[config.mk]
export PLATFORM = sky130hd
export DESIGN_NAME = wb_ram512_bridge
export DESIGN_NICKNAME = d
export VERILOG_FILES = /design/src/rtl/wb_ram512_bridge_pkg.sv /design/src/rtl/ram512_clear_seq.sv /design/src/rtl/wb_ram512_bridge.sv
export SDC_FILE = /design/constraint.sdc
export NUM_CORES = 1
export LEC_CHECK = 0
export BUFFER_PORTS_ARGS = -buffer_cell sky130_fd_sc_hd__buf_2
export CAP_MARGIN = 20
export CORE_AREA = 2 2 123 125
export CTS_CLUSTER_DIAMETER = 60
export DETAILED_ROUTE_END_ITERATION = 8
export DIE_AREA = 0 0 125 127
export PLACE_DENSITY_LB_ADDON = 0.25
export SYNTH_ARGS = -nofsm -noshare
export SYNTH_HDL_FRONTEND = slang
export SYNTH_SLANG_ARGS = --single-unit
[constraint.sdc]
create_clock -name CLK -period 2.6 [get_ports CLK]
set_clock_uncertainty 0.15 [all_clocks]
set_input_delay 0.39 -clock CLK [delete_from_list [all_inputs] [get_ports CLK]]
set_output_delay 0.39 -clock CLK [all_outputs]
set_load 0.05 [all_outputs]
[src/rtl/wb_ram512_bridge_pkg.sv]
// wb_ram512_bridge_pkg: shared widths, clear-sequencer state encodings and response types
// for the Wishbone-to-RAM512 bridge.
package wb_ram512_bridge_pkg;

  localparam int SEL_W = 8;
  localparam int DAT_W = 64;

  typedef enum logic [1:0] {
    SEQ_IDLE  = 2'd0,
    SEQ_CLEAR = 2'd1,
    SEQ_DONE  = 2'd2
  } seq_state_t;

  typedef enum logic [1:0] {
    RSP_NONE = 2'd0,
    RSP_ACK  = 2'd1,
    RSP_ERR  = 2'd2
  } rsp_t;

  function automatic rsp_t rsp_of(input logic hit);
    return hit ? RSP_ACK : RSP_ERR;
  endfunction

endpackage

[src/rtl/ram512_clear_seq.sv]
// ram512_clear_seq: after reset release, writes every RAM address once (0 .. 2**BITS-1),
// one per cycle, then parks in DONE. Only built when RAM_CLEAR_EN is defined.
`ifdef RAM_CLEAR_EN
module ram512_clear_seq
  import wb_ram512_bridge_pkg::*;
#(
  parameter int BITS = 9
) (
  input  logic            clk,
  input  logic            rst_n,
  output logic            o_busy,
  output logic            o_en,
  output logic [BITS-1:0] o_addr
);

  localparam logic [BITS-1:0] ADDR_LAST = '1;

  seq_state_t      r_state;
  seq_state_t      w_state_nxt;
  logic [BITS-1:0] r_addr;
  logic [BITS-1:0] w_addr_nxt;

  always_ff @(posedge clk or negedge rst_n) begin
    if (!rst_n) begin
      r_state <= SEQ_IDLE;
      r_addr  <= '0;
    end else begin
      r_state <= w_state_nxt;
      r_addr  <= w_addr_nxt;
    end
  end

  // IDLE already writes address 0, so the whole sweep takes exactly 2**BITS cycles.
  always_comb begin
    w_state_nxt = r_state;
    w_addr_nxt  = r_addr;
    case (r_state)
      SEQ_IDLE: begin
        w_state_nxt = SEQ_CLEAR;
        w_addr_nxt  = r_addr + 1'b1;
      end
      SEQ_CLEAR: begin
        if (r_addr == ADDR_LAST) begin
          w_state_nxt = SEQ_DONE;
        end else begin
          w_addr_nxt = r_addr + 1'b1;
        end
      end
      default: w_state_nxt = SEQ_DONE;
    endcase
  end

  assign o_busy = (r_state != SEQ_DONE);
  // Held off while reset is asserted so the RAM port is quiet during reset.
  assign o_en   = ((r_state == SEQ_IDLE) & rst_n) | (r_state == SEQ_CLEAR);
  assign o_addr = r_addr;

endmodule
`endif

[src/rtl/wb_ram512_bridge.sv]
// wb_ram512_bridge: pipelined 64-bit Wishbone slave driving one RAM512 port, fixed 2-cycle latency.
// Define RAM_CLEAR_EN to zero the whole RAM after reset before any request is accepted.
module wb_ram512_bridge
  import wb_ram512_bridge_pkg::*;
#(
  parameter int                  BITS     = 9,
  parameter int                  ADR_BITS = 29,
  parameter logic [ADR_BITS-1:0] BASE     = '0
) (
  input  logic                CLK,
  input  logic                RST_N,
  input  logic                wb_cyc,
  input  logic                wb_stb,
  input  logic                wb_we,
  input  logic [SEL_W-1:0]    wb_sel,
  input  logic [ADR_BITS-1:0] wb_adr,
  input  logic [DAT_W-1:0]    wb_dat_w,
  output logic [DAT_W-1:0]    wb_dat_r,
  output logic                wb_ack,
  output logic                wb_err,
  output logic                wb_stall,
  output logic                ram_en,
  output logic [SEL_W-1:0]    ram_we,
  output logic [BITS-1:0]     ram_a,
  output logic [DAT_W-1:0]    ram_di,
  input  logic [DAT_W-1:0]    ram_do
);

  // Handshake: a request transfers on a rising edge where wb_cyc & wb_stb & !wb_stall;
  // its wb_ack/wb_err arrives two cycles later, in order, unless wb_cyc drops first.
  logic w_accept;
  logic w_hit;

  logic                r_s1_vld;
  logic                r_s1_we;
  logic                r_s1_hit;
  logic [SEL_W-1:0]    r_s1_sel;
  logic [BITS-1:0]     r_s1_adr;
  logic [DAT_W-1:0]    r_s1_dat;

  logic                r_s2_vld;
  logic                r_s2_rd;
  rsp_t                r_s2_rsp;

  logic                w_s1_en;
  logic [SEL_W-1:0]    w_s1_we;

  assign w_accept = wb_cyc & wb_stb & ~wb_stall;
  assign w_hit    = (wb_adr[ADR_BITS-1:BITS] == BASE[ADR_BITS-1:BITS]);

  always_ff @(posedge CLK or negedge RST_N) begin
    if (!RST_N) begin
      r_s1_vld <= 1'b0;
      r_s1_we  <= 1'b0;
      r_s1_hit <= 1'b0;
      r_s1_sel <= '0;
      r_s1_adr <= '0;
      r_s1_dat <= '0;
      r_s2_vld <= 1'b0;
      r_s2_rd  <= 1'b0;
      r_s2_rsp <= RSP_NONE;
    end else begin
      r_s1_vld <= w_accept;
      if (w_accept) begin
        r_s1_we  <= wb_we;
        r_s1_hit <= w_hit;
        r_s1_sel <= wb_sel;
        r_s1_adr <= wb_adr[BITS-1:0];
        r_s1_dat <= wb_dat_w;
      end
      // A cycle with wb_cyc low aborts whatever is in flight.
      r_s2_vld <= r_s1_vld & wb_cyc;
      r_s2_rd  <= ~r_s1_we;
      r_s2_rsp <= rsp_of(r_s1_hit);
    end
  end

  assign w_s1_en = r_s1_vld & r_s1_hit & wb_cyc;
  assign w_s1_we = (w_s1_en & r_s1_we) ? r_s1_sel : '0;

  assign wb_ack   = r_s2_vld & wb_cyc & (r_s2_rsp == RSP_ACK);
  assign wb_err   = r_s2_vld & wb_cyc & (r_s2_rsp == RSP_ERR);
  assign wb_dat_r = (wb_ack & r_s2_rd) ? ram_do : '0;

`ifdef RAM_CLEAR_EN
  logic            w_seq_busy;
  logic            w_seq_en;
  logic [BITS-1:0] w_seq_addr;

  ram512_clear_seq #(
    .BITS (BITS)
  ) u_clear_seq (
    .clk    (CLK),
    .rst_n  (RST_N),
    .o_busy (w_seq_busy),
    .o_en   (w_seq_en),
    .o_addr (w_seq_addr)
  );

  assign wb_stall = w_seq_busy;

  // The clear sweep owns the RAM port until it finishes; stage 1 is empty meanwhile.
  always_comb begin
    ram_en = w_s1_en;
    ram_we = w_s1_we;
    ram_a  = r_s1_adr;
    ram_di = r_s1_dat;
    if (w_seq_busy) begin
      ram_en = w_seq_en;
      ram_we = {SEL_W{w_seq_en}};
      ram_a  = w_seq_addr;
      ram_di = '0;
    end
  end
`else
  assign wb_stall = 1'b0;
  assign ram_en   = w_s1_en;
  assign ram_we   = w_s1_we;
  assign ram_a    = r_s1_adr;
  assign ram_di   = r_s1_dat;
`endif

endmodule

==> Word level (Yosys, flattened, before mapping) <==
Index checks and enable logic that the tools add are counted.
{ "totals": {"register_bits": 88, "latch_bits": 0, "mem_bits_rw": 0, "rom_bits": 0, "input_bits": 170, "out_inout_bits": 149, "wordCells": 25, "memories": 0} }
{ "op_classes": {"add_sub_neg": 0, "mul": 0, "div": 0, "magnitude_cmp": 0, "n_eq_ne": 2, "shifts": 0, "muxes": 3, "bitwise": 10, "reduce_logical": 1} }
{ "op_table": {"columns": ["operator", "n"], "rows": [
  ["$mux 64", 1],
  ["$logic_not 20->1", 1],
  ["$and 1x1->1", 9],
  ["$mux 8", 1],
  ["$eq 2x1->1 const B", 1],
  ["$eq 2x2->1 const B", 1],
  ["$mux 2", 1],
  ["$not 1->1", 1]
]} }

==> Depth between registers and ports, before layout <==
{ "logic_depth": {"depth_word": 4, "ltp_mapped": 6, "mapped_depth_nobuf": 3} }

==> Worst setup path before layout <==
OpenSTA, ideal clock, no wires.
{ "synth_path": {"path_type": "register to output", "from": "register r_s2_rsp[1]", "to": "output port wb_dat_r[51]", "arrival_ps": 1727, "required_ps": 2060, "slack_ps": 333, "stages_incl_launch_ff": 4, "n_path_buf": 1, "cell_sequence": "dfrtp_1 and4b_1 clkbuf_1 and3_1"} }
{ "synth_between": {"elab_chain_len": 4} }
{ "synth_rtl": {"columns": ["element", "line", "source"], "rows": [
  ["start, declared", "wb_ram512_bridge.sv:43", "rsp_t r_s2_rsp;"],
  ["start signal, assigned", "wb_ram512_bridge.sv:74", "r_s2_rsp <= rsp_of(r_s1_hit);"],
  ["$eq 2x1->1", "wb_ram512_bridge.sv:81", "assign wb_ack = r_s2_vld & wb_cyc & (r_s2_rsp == RSP_ACK);"],
  ["$and 1x1->1", "wb_ram512_bridge.sv:81", null],
  ["via wb_ack", "wb_ram512_bridge.sv:19", "output logic wb_ack,"],
  ["$and 1x1->1", "wb_ram512_bridge.sv:83", "assign wb_dat_r = (wb_ack & r_s2_rd) ? ram_do : '0;"],
  ["$mux 64", "wb_ram512_bridge.sv:83", null],
  ["end, declared", "wb_ram512_bridge.sv:18", "output logic [DAT_W-1:0] wb_dat_r,"]
]} }
The timed path passes the listed nets, and every way through them passes these cells.

==> Worst setup path in the final report <==
{ "layout_path": {"from": "register r_s2_rsp[1]", "to": "output port wb_dat_r[25]"} }
{ "layout_between": {"elab_chain_len": 4} }
{ "layout_rtl": {"columns": ["element", "line"], "rows": [
  ["$eq 2x1->1", "wb_ram512_bridge.sv:81"],
  ["$and 1x1->1", "wb_ram512_bridge.sv:81"],
  ["$and 1x1->1", "wb_ram512_bridge.sv:83"],
  ["$mux 64", "wb_ram512_bridge.sv:83"]
]} }
Every way passes these cells.

==> flow_metrics.env <==
export IMPL_syn_num_nets=455
export IMPL_final_area_mm2=0.006185
export IMPL_path_max_fanout=65
export IMPL_use_met3_pct=5.402
export IMPL_vias=3490
export IMPL_ys_seq_elements=88
export IMPL_cts_resized=0
export IMPL_cts_clk_slew_worst_paths_ns=0.07
export IMPL_crit_family="simple AND/OR/NAND/NOR gates"
export IMPL_grt_overflow=0
export IMPL_period_minus_slack_ns=2.267
export IMPL_cp_slowest_cell="dfrtp_1"
export IMPL_clock_path_buffers=2
export IMPL_leakagePower_nw=3.554
export IMPL_timing_final_crit_share_pct=87.20
export IMPL_whs_path_depth=3
export IMPL_initial_core_util_pct=27.56
export IMPL_syn2layout_area_growth_pct=55.59
export IMPL_status="complete, no violations"
export IMPL_dieHeight_um=127
export IMPL_ys_seq_area_share_pct=55.40
export IMPL_syn_area_per_cell_um2=13.95
export IMPL_insertion_delay_ns=0.32
export IMPL_yosysUniqueCellTypes=20
export IMPL_drtIter0Drc=57
export IMPL_hold_start="wb_we"
export IMPL_grt_met1_usage_pct=16.64
export IMPL_htreeDepth=3
export IMPL_fill_cells=1402
export IMPL_busiest_layer="met2"
export IMPL_die_area_mm2=0.01588
export IMPL_relSlewSlack_pct=61.79
export IMPL_synth_compound_area_share_pct=0.2833
export IMPL_layout_drive_gt1_share_pct=70.33
export IMPL_synthSimpleGateAreaFrac_pct=13.50
export IMPL_fin_nets=766
export IMPL_place_area_mm2=0.005857
export IMPL_grt_max_degree=66
export IMPL_startpoint="r_s2_rsp[1]"
export IMPL_setup_tns_ns=0
export IMPL_gp_congestion=0.9171
export IMPL_core_area_mm2=0.01442
export IMPL_path_depth=4
export IMPL_rows=44
export IMPL_grt_use_total_pct=15.80
export IMPL_worstPathArrival_ns=1.73
export IMPL_fin_cells=784
export IMPL_synth_warnings=0
export IMPL_setup_viol=0
export IMPL_synthMuxAreaShare_pct=26.25
export IMPL_hpwl_um=10150
export IMPL_cpPeakStageDelay_ns=0.37
export IMPL_drc=0
export IMPL_maxSlewViolCount=0
export IMPL_grt_pass1_vias=3799
export IMPL_antenna_found_initial=0
export IMPL_ctsRootBufferMaster="clkbuf_16"
export IMPL_io_buffers=317
export IMPL_use_met2_pct=29.22
export IMPL_p_per_area_mw_per_mm2=697.3
export IMPL_die_width_um=125
export IMPL_clock_fmax_mhz=441.1
export IMPL_crit_path_end_kind="primary output"
export IMPL_wirelength_um=12830
export IMPL_reg2reg_from="ram_di[38]"
export IMPL_r2r_end="ram_di[38]"
export IMPL_syn_cell_area_mm2=0.003975
export IMPL_whs_endpoint="r_s1_we"
export IMPL_synth_cells=285
export IMPL_critical_path_required_ns=2.06
export IMPL_drt_vias_per_instance=4.452
export IMPL_worst_pin_slew_ns=0.5732
export IMPL_detail_route_first_pass_iterations=6
export IMPL_rsz0062_at_grt="no"
export IMPL_place_inst=768
export IMPL_synth_top_family_by_area="multiplexers"
export IMPL_maxCapViolations=0
export IMPL_ff2ff_setup_slack_ns=1.65
export IMPL_worstSetupPathType="reg2out"
export IMPL_ant_nets=0
export IMPL_start_kind="register"
export IMPL_grt_pass1_wl_um=19740
export IMPL_synthXorXnorAreaFrac_pct=0
export IMPL_antenna_cells=0
export IMPL_cts_tree="yes"
export IMPL_hold_viol=0
export IMPL_ff2ff_path_depth=1
export IMPL_wire_per_inst_um=16.37
export IMPL_cp_num_buf_inv=2
export IMPL_ios=319
export IMPL_crit_path_cell_trace="and4b_1, buf_12, and3_1, buf_2"
export IMPL_numCtsBuffers=9
export IMPL_synthAdderAreaFrac_pct=0
export IMPL_worstHoldPathType="in2reg"
export IMPL_cts_sinks=88
export IMPL_peakVddDrop_mv=0.3517
==> cell usage after synthesis <==
library cell | n | share of area [%]
dfrtp_1 | 88 | 55
and3_1 | 73 | 11
mux2_2 | 46 | 13
mux2_4 | 35 | 13
clkbuf_1 | 9 | 0.85
buf_2 | 5 | 0.63
clkbuf_2 | 5 | 0.63
nor4_1 | 5 | 0.79
buf_6 | 3 | 0.85
buf_8 | 3 | 1.1
and4b_1 | 2 | 0.50
inv_1 | 2 | 0.19
nand2_1 | 2 | 0.19
and2_1 | 1 | 0.16
and2_4 | 1 | 0.22
buf_4 | 1 | 0.19
conb_1 | 1 | 0.094
nand4_1 | 1 | 0.16
o21ai_0 | 1 | 0.13
o22ai_1 | 1 | 0.16
==> how the worst max path moves through the flow <==
stage | end | slack, ns
final | wb_dat_r[25] | 0.33
after global placement | wb_dat_r[25] | 0.59
after CTS | wb_dat_r[25] | 0.31
after floorplan | wb_dat_r[51] | 0.33
after global routing | wb_dat_r[55] | 0.25
after detailed placement | wb_dat_r[25] | 0.56
==> cell usage in the layout, fill, tap and decap left out <==
cell type      count
buf_2            307
nand4_1            1
mux2_2            46
o22ai_1            1
dfrtp_1           88
and2_1             1
conb_1             1
o21ai_0            1
nand2_1            2
mux2_4            35
inv_6              2
buf_4              6
buf_12            12
bufinv_16          2
dlygate4sd3_1      1
and2_4             1
clkbuf_16          9
nor4_1             5
and3_1            73
and4b_1            2
inv_1              2
clkinvlp_4         2
==> what timing repair did <==
item,CTS,global route
hold buffers,1,0
buffers inserted,0,0
endpoints found under the hold margin,43,0
==> area by class of cell <==
type                       instances  area (um^2)  area share [%]
tap                              184        230.2           3.722
clock inverter                     6        92.59           1.497
multi-input combinational        169         1595           25.79
sequential                        88         2202           35.61
timing repair buffer             326         1832           29.62
inverter                           2        7.507          0.1214
clock buffer                       9        225.2           3.642
==> kinds of logic after synthesis <==
kind of cell / Yosys count
AO/OA/AOI/OAI: 2
AND/OR/NAND/NOR: 85
other: 1
flip-flops: 88
multiplexers: 81
buffers and inverters: 28
==> per-layer routing <==
| layer | vias to the layer above | wire length [um] | share of wire, % |
|---|---|---|---|
| met2 | 189 | 6813 | 53 |
| met4 | 0 | 314 | 2.4 |
| li1 | 1629 | - | - |
| met5 | - | 0 | 0 |
| met1 | 1653 | 4616 | 36 |
| met3 | 19 | 1089 | 8.5 |
==> flip-flops by register name, summed over array words and instances, names as in the netlist <==
signal	flops
ram_a	9
r_s1_vld	1
r_s2_rd	1
ram_di	64
r_s2_vld	1
r_s1_we	1
r_s1_hit	1
r_s2_rsp	2
r_s1_sel	8
==> stage by stage <==
step	worst slack, ns	utilization (%)	hold WS [ns]	total power [mW]
2_1_floorplan	0.3327	-	-0.05559	2.578
3_3_place_gp	0.5926	40.61	0.2377	2.950
3_5_place_dp	0.5619	40.61	0.2388	2.969
4_1_cts	0.3072	42.88	0.1103	4.377
5_1_grt	0.2492	42.88	0.1129	4.510
6_report	0.3328	42.88	0.1235	4.313
==> where the power goes <==
part / internal (mW) / total (mW) / leakage (nW) / switching [mW]
Sequential: 1.56 / 1.66 / 1.04 / 0.102
Combinational: 0.420 / 1.27 / 2.37 / 0.852
Clock: 0.843 / 1.38 / 0.149 / 0.534
==> tightest hold or removal path: stages <==
cell     delay (ns)
buf_2          0.08
nand2_1        0.04
o21ai_0        0.06
Note: power is estimated with default switching activity, not from simulation.
